===== src/rtl/grey_pkg.sv =====
// Shared types and Gray-code conversion helpers for pointer-style CDC blocks.
// Callers zero-extend narrower values into grey_ptr_t and truncate results.
package grey_pkg;

    localparam int GREY_MAX_WIDTH = 32;

    typedef logic [GREY_MAX_WIDTH-1:0] grey_ptr_t;

    function automatic grey_ptr_t bin2grey(input grey_ptr_t b);
        return b ^ (b >> 1);
    endfunction

    // Prefix XOR from the MSB down; zero-extended upper bits leave the result intact.
    function automatic grey_ptr_t grey2bin(input grey_ptr_t g);
        grey_ptr_t b;
        b[GREY_MAX_WIDTH-1] = g[GREY_MAX_WIDTH-1];
        for (int i = GREY_MAX_WIDTH - 2; i >= 0; i--) begin
            b[i] = b[i+1] ^ g[i];
        end
        return b;
    endfunction

endpackage


===== src/rtl/grey_sync.sv =====
// Reset-clearable multi-flop synchroniser for a Gray-coded bus arriving from
// another clock domain; the first stage samples the raw input with no logic in front.
module grey_sync #(
    parameter int WIDTH  = 4,
    parameter int STAGES = 2
) (
    input  logic             clk_i,
    input  logic             rst_ni,
    input  logic [WIDTH-1:0] d_i,
    output logic [WIDTH-1:0] q_o
);

    logic [WIDTH-1:0] r_stage [STAGES];

    // NOTE: every stage is a plain flop (not RAM), so it is cleared on reset;
    // otherwise a stale remote pointer could surface after reset is released.
    always_ff @(posedge clk_i) begin
        if (!rst_ni) begin
            for (int i = 0; i < STAGES; i++) begin
                r_stage[i] <= '0;
            end
        end else begin
            r_stage[0] <= d_i;
            for (int i = 1; i < STAGES; i++) begin
                r_stage[i] <= r_stage[i-1];
            end
        end
    end

    assign q_o = r_stage[STAGES-1];

endmodule


===== src/rtl/panic.sv =====
// Elaboration-time trap for illegal parameter combinations; instantiated only
// from a generate branch that should never be taken in a legal configuration.
module panic #(
    parameter string MSG = "illegal parameterisation"
) ();

    $error("panic: %s", MSG);

endmodule


===== src/rtl/grey_pointer.sv =====
// Gray-code pointer for one side of a clock-domain crossing: local binary/Gray
// counter, synchronised remote pointer and the modular distance between them.
module grey_pointer
    import grey_pkg::*;
#(
    parameter int WIDTH       = 4,
    parameter int SYNC_STAGES = 2,
    parameter int COUNT_DOWN  = 0
) (
    input  logic             clk_i,
    input  logic             rst_ni,
    input  logic             inc_i,
    input  logic             clr_i,
    output logic [WIDTH-1:0] bin_o,
    output logic [WIDTH-1:0] grey_o,
    output logic [WIDTH-1:0] grey_next_o,
    input  logic [WIDTH-1:0] remote_grey_i,
    output logic [WIDTH-1:0] remote_bin_o,
    output logic [WIDTH-1:0] diff_o
);

    if (WIDTH < 2 || WIDTH > GREY_MAX_WIDTH || SYNC_STAGES < 2) begin : g_param_check
        panic #(.MSG("grey_pointer: WIDTH must be 2..32 and SYNC_STAGES >= 2")) u_panic ();
    end

    // Adding all-ones is a decrement modulo 2^WIDTH.
    localparam logic [WIDTH-1:0] STEP = (COUNT_DOWN != 0) ? {WIDTH{1'b1}} : WIDTH'(1);

    logic [WIDTH-1:0] r_bin;
    logic [WIDTH-1:0] r_grey;
    logic [WIDTH-1:0] r_remote_bin;
    logic [WIDTH-1:0] w_bin_step;
    logic [WIDTH-1:0] w_grey_step;
    logic [WIDTH-1:0] w_remote_grey_sync;
    logic [WIDTH-1:0] w_remote_bin;

    assign w_bin_step  = r_bin + STEP;
    assign w_grey_step = WIDTH'(bin2grey(grey_ptr_t'(w_bin_step)));

    // Gray copy is loaded from the same next-binary value so grey_o never lags bin_o.
    // NOTE: sequential state uses non-blocking assignments so all flops update
    // from pre-edge values regardless of statement order.
    always_ff @(posedge clk_i) begin
        if (!rst_ni) begin
            r_bin  <= '0;
            r_grey <= '0;
        end else if (clr_i) begin
            r_bin  <= '0;
            r_grey <= '0;
        end else if (inc_i) begin
            r_bin  <= w_bin_step;
            r_grey <= w_grey_step;
        end
    end

    grey_sync #(
        .WIDTH (WIDTH),
        .STAGES(SYNC_STAGES)
    ) u_sync (
        .clk_i (clk_i),
        .rst_ni(rst_ni),
        .d_i   (remote_grey_i),
        .q_o   (w_remote_grey_sync)
    );

    assign w_remote_bin = WIDTH'(grey2bin(grey_ptr_t'(w_remote_grey_sync)));

    always_ff @(posedge clk_i) begin
        if (!rst_ni) begin
            r_remote_bin <= '0;
        end else begin
            r_remote_bin <= w_remote_bin;
        end
    end

    assign bin_o        = r_bin;
    assign grey_o       = r_grey;
    assign grey_next_o  = w_grey_step;
    assign remote_bin_o = r_remote_bin;
    assign diff_o       = r_bin - r_remote_bin;

endmodule


===== config.mk =====
export PLATFORM = sky130hd
export DESIGN_NAME = grey_pointer
export DESIGN_NICKNAME = d
export VERILOG_FILES = /design/src/rtl/grey_pkg.sv /design/src/rtl/grey_sync.sv /design/src/rtl/panic.sv /design/src/rtl/grey_pointer.sv
export SDC_FILE = /design/constraint.sdc
export NUM_CORES = 1
export LEC_CHECK = 0
export ABC_CLOCK_PERIOD_IN_PS = 3300
export CAP_MARGIN = 0
export CORE_UTILIZATION = 45
export CTS_CLUSTER_SIZE = 12
export DETAILED_ROUTE_END_ITERATION = 6
export DONT_BUFFER_PORTS = 1
export GPL_TIMING_DRIVEN = 0
export SYNTH_ARGS = -nofsm -noshare
export SYNTH_HDL_FRONTEND = slang
export SYNTH_SLANG_ARGS = --single-unit

===== constraint.sdc =====
create_clock -name clk_i -period 3.3 [get_ports clk_i]
set_input_delay 0.66 -clock clk_i [delete_from_list [all_inputs] [get_ports clk_i]]
set_output_delay 0.66 -clock clk_i [all_outputs]
set_load 0.01 [all_outputs]

* Yosys cells after proc, flatten, opt, wreduce, memory -nomap -nowiden
Memory sizes are Yosys's and may differ from the RTL's.
Index checks and enable logic that the tools add are counted.
** Cells by class
- $add $sub $neg :: 2
- Multiplexer cells :: 4
- Bitwise gates (word level) :: 7
- Reductions and logical operators :: 1
** Operator list (count)
- $mux 4 :: 2
- $add 4x1->4 const B :: 1
- $sub 4x4->4 :: 1
- $xor 4x3->4 :: 1
- $xor 1x1->1 :: 3
- $mux 1 :: 2
- $or 1x1->1 :: 2
- $reduce_or 2->1 :: 1
- $not 1->1 :: 1
** Storage, ports and cells
- Flip-flop bits (word level) :: 12
- Bits in writable memories :: 8
- Bits of input ports :: 8
- Output and inout bits :: 20
- Word-level logic and storage cells :: 18
- Memories kept :: 1
** Memories
- u_sync.r_stage :: words 2, bits a word 4, read ports 2, clocked after memory_dff 0, write ports 2, line grey_sync.sv:13 : logic [WIDTH-1:0] r_stage [STAGES];

* Depth between registers and ports, before layout
Gate-level depths: netlist of the first run.
- Depth after elaboration :: 3
- Gate-level depth with buffers :: 7
- Gate-level depth less buffers :: 6

* Modules after synthesis
From an unflattened synthesis of the first run, not the netlist that was laid out.
** Unflattened totals
- Cells, all modules :: 82
- Area total of the unflattened synthesis :: 838.3 um^2
** By module, submodules not included
- grey_pointer :: instances 1, cells each 62, area an instance 598.1 um^2, sequential area each 220.2 um^2
- grey_sync :: instances 1, cells each 20, area an instance 240.2 um^2, sequential area each 160.2 um^2

* Least setup slack after synthesis of the first run
OpenSTA, ideal clock, no wires.
- Path kind :: register to output
- Start :: reg r_bin[0] (netlist: bin_o[0])
- End :: out diff_o[2]
- Data arrival time :: 1316 ps
- Required time :: 2640 ps
- Setup slack :: 1324 ps
- Stages on the path, launching flop included :: 7
- Path buffers :: 1
- Path through :: dfxtp_1 -> clkbuf_2 -> inv_1 -> ha_1 -> inv_1 -> fa_1 -> xor2_1
** On the way
- Cells in the longest elaborated chain, start to end :: 1
** RTL lines
- start: declaration :: line grey_pointer.sv:29 : logic [WIDTH-1:0] r_bin;
- start signal: assignment :: line grey_pointer.sv:51 : r_bin <= w_bin_step;
- $sub 4x4->4 :: line grey_pointer.sv:80 : assign diff_o = r_bin - r_remote_bin;
- end: declaration :: line grey_pointer.sv:19 : output logic [WIDTH-1:0] diff_o
Every way passes these cells.

* Worst setup path in the final report of the first run
Same ends and word-level chain as after synthesis.

==> results of run 1 <==
-- flip-flops by register name, summed over array words and instances (netlist names) --
signal,count
u_sync.r_stage,8
bin_o,4
remote_bin_o,4
grey_o,3
-- power by group --
part,switching [mW],internal [mW]
Combinational,0.0267,0.0207
Sequential,0.00705,0.239
Clock,0.0712,0.0451
-- layout make-up --
cell class                 count  area (um^2)
inverter                       5         18.8
sequential                    19          380
clock buffer                   3         22.5
clock inverter                 1         5.00
fill                         152          724
multi-input combinational     50          384
buffer                         5         28.8
tap                           24         30.0
-- cells in the final DEF (no fill, tap or decap) --
master	n
nor2b_1	1
ha_1	4
dfxtp_1	19
clkbuf_4	3
clkinv_2	1
xnor2_1	10
inv_1	5
a21o_1	1
xor2_1	5
nor2_1	7
buf_4	2
nand3_1	1
nand2b_1	1
buf_2	1
nand2_1	1
a21boi_0	1
clkbuf_2	1
nand4_1	1
and2_1	11
clkbuf_1	1
a21oi_1	1
fa_1	1
mux2i_1	4
-- final timing paths --
check	start	end	slack, ps
setup / recovery	bin_o[0]	diff_o[2]	890
hold / removal	u_sync.r_stage[0][2]	u_sync.r_stage[0][6]	440
setup reg to reg	bin_o[1]	grey_o[1]	1720
hold reg to reg	u_sync.r_stage[0][2]	u_sync.r_stage[0][6]	440
-- per-layer routing --
layer / GRT usage / vias up / share of wire
li1: - / 252 / -
met1: 0.148 / 221 / 0.45
met2: 0.226 / 21 / 0.46
met3: 0.0286 / 2 / 0.072
met4: 0.109 / 0 / 0.015
met5: 0 / - / 0
-- worst reg2reg max path, stage by stage, from the launching register on --
cell     delay, ps
dfxtp_1        580
ha_1           300
xnor2_1        100
xnor2_1        320
mux2i_1        130
nor2_1          90
-- metrics by stage --
stage / hold WS (ps) / setup slack, ps / cell area, um^2 / total power, mW
2_1_floorplan: 412 / 1320 / 812 / 0.292
5_1_grt: 460 / 802 / 870 / 0.429
3_3_place_gp: 415 / 1230 / 842 / 0.298
4_1_cts: 443 / 862 / 870 / 0.415
3_5_place_dp: 418 / 1200 / 842 / 0.299
6_report: 442 / 885 / 870 / 0.409
-- kinds of logic (layout without fill, tap and decap cells) --
logic type	count (synthesis)	in the layout	synth area share
xor+xnor	15	15	0.162
buf+inv	10	14	0.0585
flops	19	19	0.468
mux	4	4	0.0493
simple gates	23	23	0.151
fa+ha+maj	5	5	0.0863
compound gates	3	3	0.0247
==> out/metrics.cfg, run 1 <==
[finish]
fin_util=0.546
antenna-diode-count=0
nets=97
drive_above_1_share=0.0964
areaGrowthSynthToFinish_pct=7.09
final_cells=107

[logic_synthesis]
ys_ff_latch=19
synth_top_area_share=0.468
synth.area.top_cells=dfxtp_1, xnor2_1, and2_1, ha_1, xor2_1
synth_nets=92
synth-edff-count=0
netlist_instances=79
synthDistinctLibCells=21
avgSynthCellArea_um2=10.3
synthArstFlopShare=0
ys_warn_count=0
ys_top_cells_by_count=dfxtp_1, and2_1, xnor2_1
synth_ff_type=dfxtp_1
seq_area_frac_synth=0.468
yosysTopAreaCell=dfxtp_1
synth_most_common_cell=dfxtp_1
synth_area_um2=812

[grt]
grt_pass1_vias=457
grt_antenna_before_repair=0
grtUsageTotal=0.136
grt-ovfl-total=0
grt_pass1_wl_um=1840
grt_start_max_net_pins=12

[routing]
wl_um=1170
ant_nets=0
vias_per_cell=4.64
drt_iter0_markers=5
drtPass1Iterations=4
post_drt_wl_per_cell_um=10.9
vias=496
route.detailed.drc=0

[critical_path]
critPathMaxStageDelay_ps=380
crit_family=adder cells
required_ps=2640
worst-path-max-fanout=6
crit_top_cell=inv_1
path_cells=clkbuf_2, inv_1, ha_1, inv_1, fa_1, xor2_1
cp_slowest_cell=fa_1
critPathBufInv=3
crit_type=reg2out
arrival_ps=1750
startpoint_type=flop
r2r_cells=5
end_kind=output port
critical_path_depth=6

[placed_design]
place.gp.congestion=0.689
io_buffers=0
dp_hpwl_um=850
placedCellCount=103

[clocking]
cts_buffers=3
insertion_delay_ps=300
cts_resized=0
clockBufferDepth=2
clock_tree.root_cell=clkbuf_4
h-tree-depth=1
clkSinkCount=19
cts_hold_buf=0
clk_pin_slew_ps=110
cts_setup_buffers=0
cts_tree=built

[floorplanning]
start_util=0.509
num_io_pins=28
die_area_mm2=0.00198
rows=14
core-area_mm2=0.00159
die-width_um=44.5
die_h_um=44.5

[sta]
drv_slew=0
rsz0062_at_grt=no
hold_viol_final=0
max_slew_margin=0.732
tns_ps=0
max_freq_mhz=414
max_slew.worst_pin.slew_ps=401
setup_viol=0
fin_worst_skew_ps=10.6
period_share=0.732
period_minus_slack_ps=2410

[power_and_ir_drop]
p_per_area_mw_per_mm2=471
ir_worst_vdd_mv=0.242
p_leak_nw=0.363

[flow_run]
max-cap-violations=0

[hold_path]
min_path_type=reg2reg
hold_depth=1

[run_status]
outcome=finished, final reports clean

(Power assumes the default switching activity.)
==> inputs of run 2 (changes only) <==
--- a/config.mk
+++ b/config.mk
@@ -5,7 +5,7 @@
 export SDC_FILE = /design/constraint.sdc
 export NUM_CORES = 1
 export LEC_CHECK = 0
-export ABC_CLOCK_PERIOD_IN_PS = 3300
+export ABC_CLOCK_PERIOD_IN_PS = 2200
 export CAP_MARGIN = 0
 export CORE_UTILIZATION = 45
 export CTS_CLUSTER_SIZE = 12
==> constraint.sdc (replaced) <==
create_clock -name clk_i -period 2.2 [get_ports clk_i]
set_input_delay 0.44 -clock clk_i [delete_from_list [all_inputs] [get_ports clk_i]]
set_output_delay 0.44 -clock clk_i [all_outputs]
set_load 0.01 [all_outputs]
==> run 2 against run 1 <==
  * Non-clock buffer count is the same
  * Clock skew is 2.1 ps lower
  * Setup slack lost 790 ps
==> out/metrics.cfg, run 2 (synthesis gave the netlist of run 1 again) <==
[run_status]
outcome=finished, final reports clean

[grt]
grt-ovfl-total=0
grtUsageTotal=0.137
grt_pass1_wl_um=1850
grt_pass1_vias=463
grt_antenna_before_repair=0
grt_start_max_net_pins=12

[placed_design]
dp_hpwl_um=850
io_buffers=0
placedCellCount=103
pre_cts_slack_ps=322
place.gp.congestion=0.689

[routing]
ant_nets=0
wl_um=1170
drtPass1Iterations=4
post_drt_wl_per_cell_um=10.9
vias_per_cell=4.58
route.detailed.drc=0
drt_iter0_markers=3
vias=490

[critical_path]
worstReg2RegEnd=grey_o[1]
critPathMaxStageDelay_ps=470
path_cells=clkbuf_4, inv_1, ha_1, inv_1, fa_2
cp_slowest_cell=fa_2
r2r_cells=5
worst-path-max-fanout=6
crit_start=bin_o[0]
end_kind=output port
required_ps=1760
worstSetupEndpoint=diff_o[1]
crit_type=reg2out
startpoint_type=flop
rrSetupSlack_ps=770
arrival_ps=1670
reg2reg_from=bin_o[1]
crit_top_cell=inv_1

[sta]
drv_slew=0
tns_ps=0
max_slew.worst_pin.slew_ps=364
max_slew_margin=0.757
rsz0062_at_grt=no
fin_worst_skew_ps=8.49
hold_viol_final=0
period_minus_slack_ps=2110
setup_viol=0
max_freq_mhz=475
period_share=0.957
worst_slack_ps=94.0

[finish]
largest_register_ffs=8
layout_commonest_cell=dfxtp_1
final_cell_mix=dfxtp_1, and2_1, xnor2_1, nor2_1, inv_1
final_cells=107
nets=97
fillerInstances=148
antenna-diode-count=0
areaGrowthSynthToFinish_pct=8.94
regMostFlops=u_sync.r_stage
drive_above_1_share=0.145

[floorplanning]
die-width_um=44.5
core-area_mm2=0.00159
die_area_mm2=0.00198
num_io_pins=28
start_util=0.509
die_h_um=44.5
rows=14

[clocking]
insertion_delay_ps=290
cts_hold_buf=0
clkSinkCount=19
clock_tree.root_cell=clkbuf_4
cts_buffers=3
clockBufferDepth=2
cts_tree=built
clk_pin_slew_ps=110
h-tree-depth=1

[power_and_ir_drop]
ir_worst_vdd_mv=0.362
p_leak_nw=0.366
p_per_area_mw_per_mm2=698

[hold_path]
min_path_type=in2reg

[flow_run]
max-cap-violations=0

-- run 2: repair_timing --
| item | 4_1_cts | 5_1_grt |
|---|---|---|
| gates cloned | 0 | 0 |
| pin swaps | 0 | 2 |
| setup buffers | 0 | 0 |
| setup endpoints to repair | 3 | 3 |
| gates resized for setup | 2 | 3 |
-- run 2: per-layer routing --
| layer | global-route usage | routed length, um | up-vias |
|---|---|---|---|
| li1 | - | - | 252 |
| met1 | 0.148 | 519 | 215 |
| met2 | 0.229 | 538 | 21 |
| met3 | 0.0286 | 90 | 2 |
| met4 | 0.109 | 17 | 0 |
| met5 | 0 | 0 | - |
-- run 2: worst min path at each step --
stage                                end  cells after the start  slack [ps]                 start
detailed placement  u_sync.r_stage[0][6]                      1         420  u_sync.r_stage[0][2]
global route             remote_bin_o[3]                      1         250                rst_ni
finish                   remote_bin_o[3]                      1         260                rst_ni
CTS                      remote_bin_o[3]                      1         250                rst_ni
global placement    u_sync.r_stage[0][4]                      1         420  u_sync.r_stage[0][0]
floorplan           u_sync.r_stage[0][4]                      1         410  u_sync.r_stage[0][0]
-- run 2: critical path: cells and delay by family (launching register included) --
family / cells / cell delay [ps]
adder cells (fa/ha/maj): 2 / 650
flip-flops: 1 / 380
buffers and inverters: 3 / 330
-- run 2: through the flow --
step | total power, mW | hold WS, ps | utilization | instance area, um^2
6_report | 0.617 | 262 | 0.555 | 885
5_1_grt | 0.650 | 248 | 0.555 | 885
4_1_cts | 0.625 | 255 | 0.552 | 880
3_5_place_dp | 0.449 | 418 | 0.528 | 842
3_3_place_gp | 0.447 | 415 | 0.528 | 842
2_1_floorplan | 0.438 | 412 | - | 812
-- run 2: power breakdown --
part | switching, mW | internal (mW)
logic | 0.0414 | 0.0343
registers | 0.0106 | 0.358
clock network | 0.105 | 0.0676
-- run 2: final cells by class --
type	count	area, um^2	share of cell area
clock inverters	1	5.00	0.00566
well taps	24	30.0	0.0339
flip-flops and latches	19	383	0.433
multi-input cells	50	394	0.446
clock buffers	3	22.5	0.0255
plain buffers	5	31.3	0.0354
inverters	5	18.8	0.0212
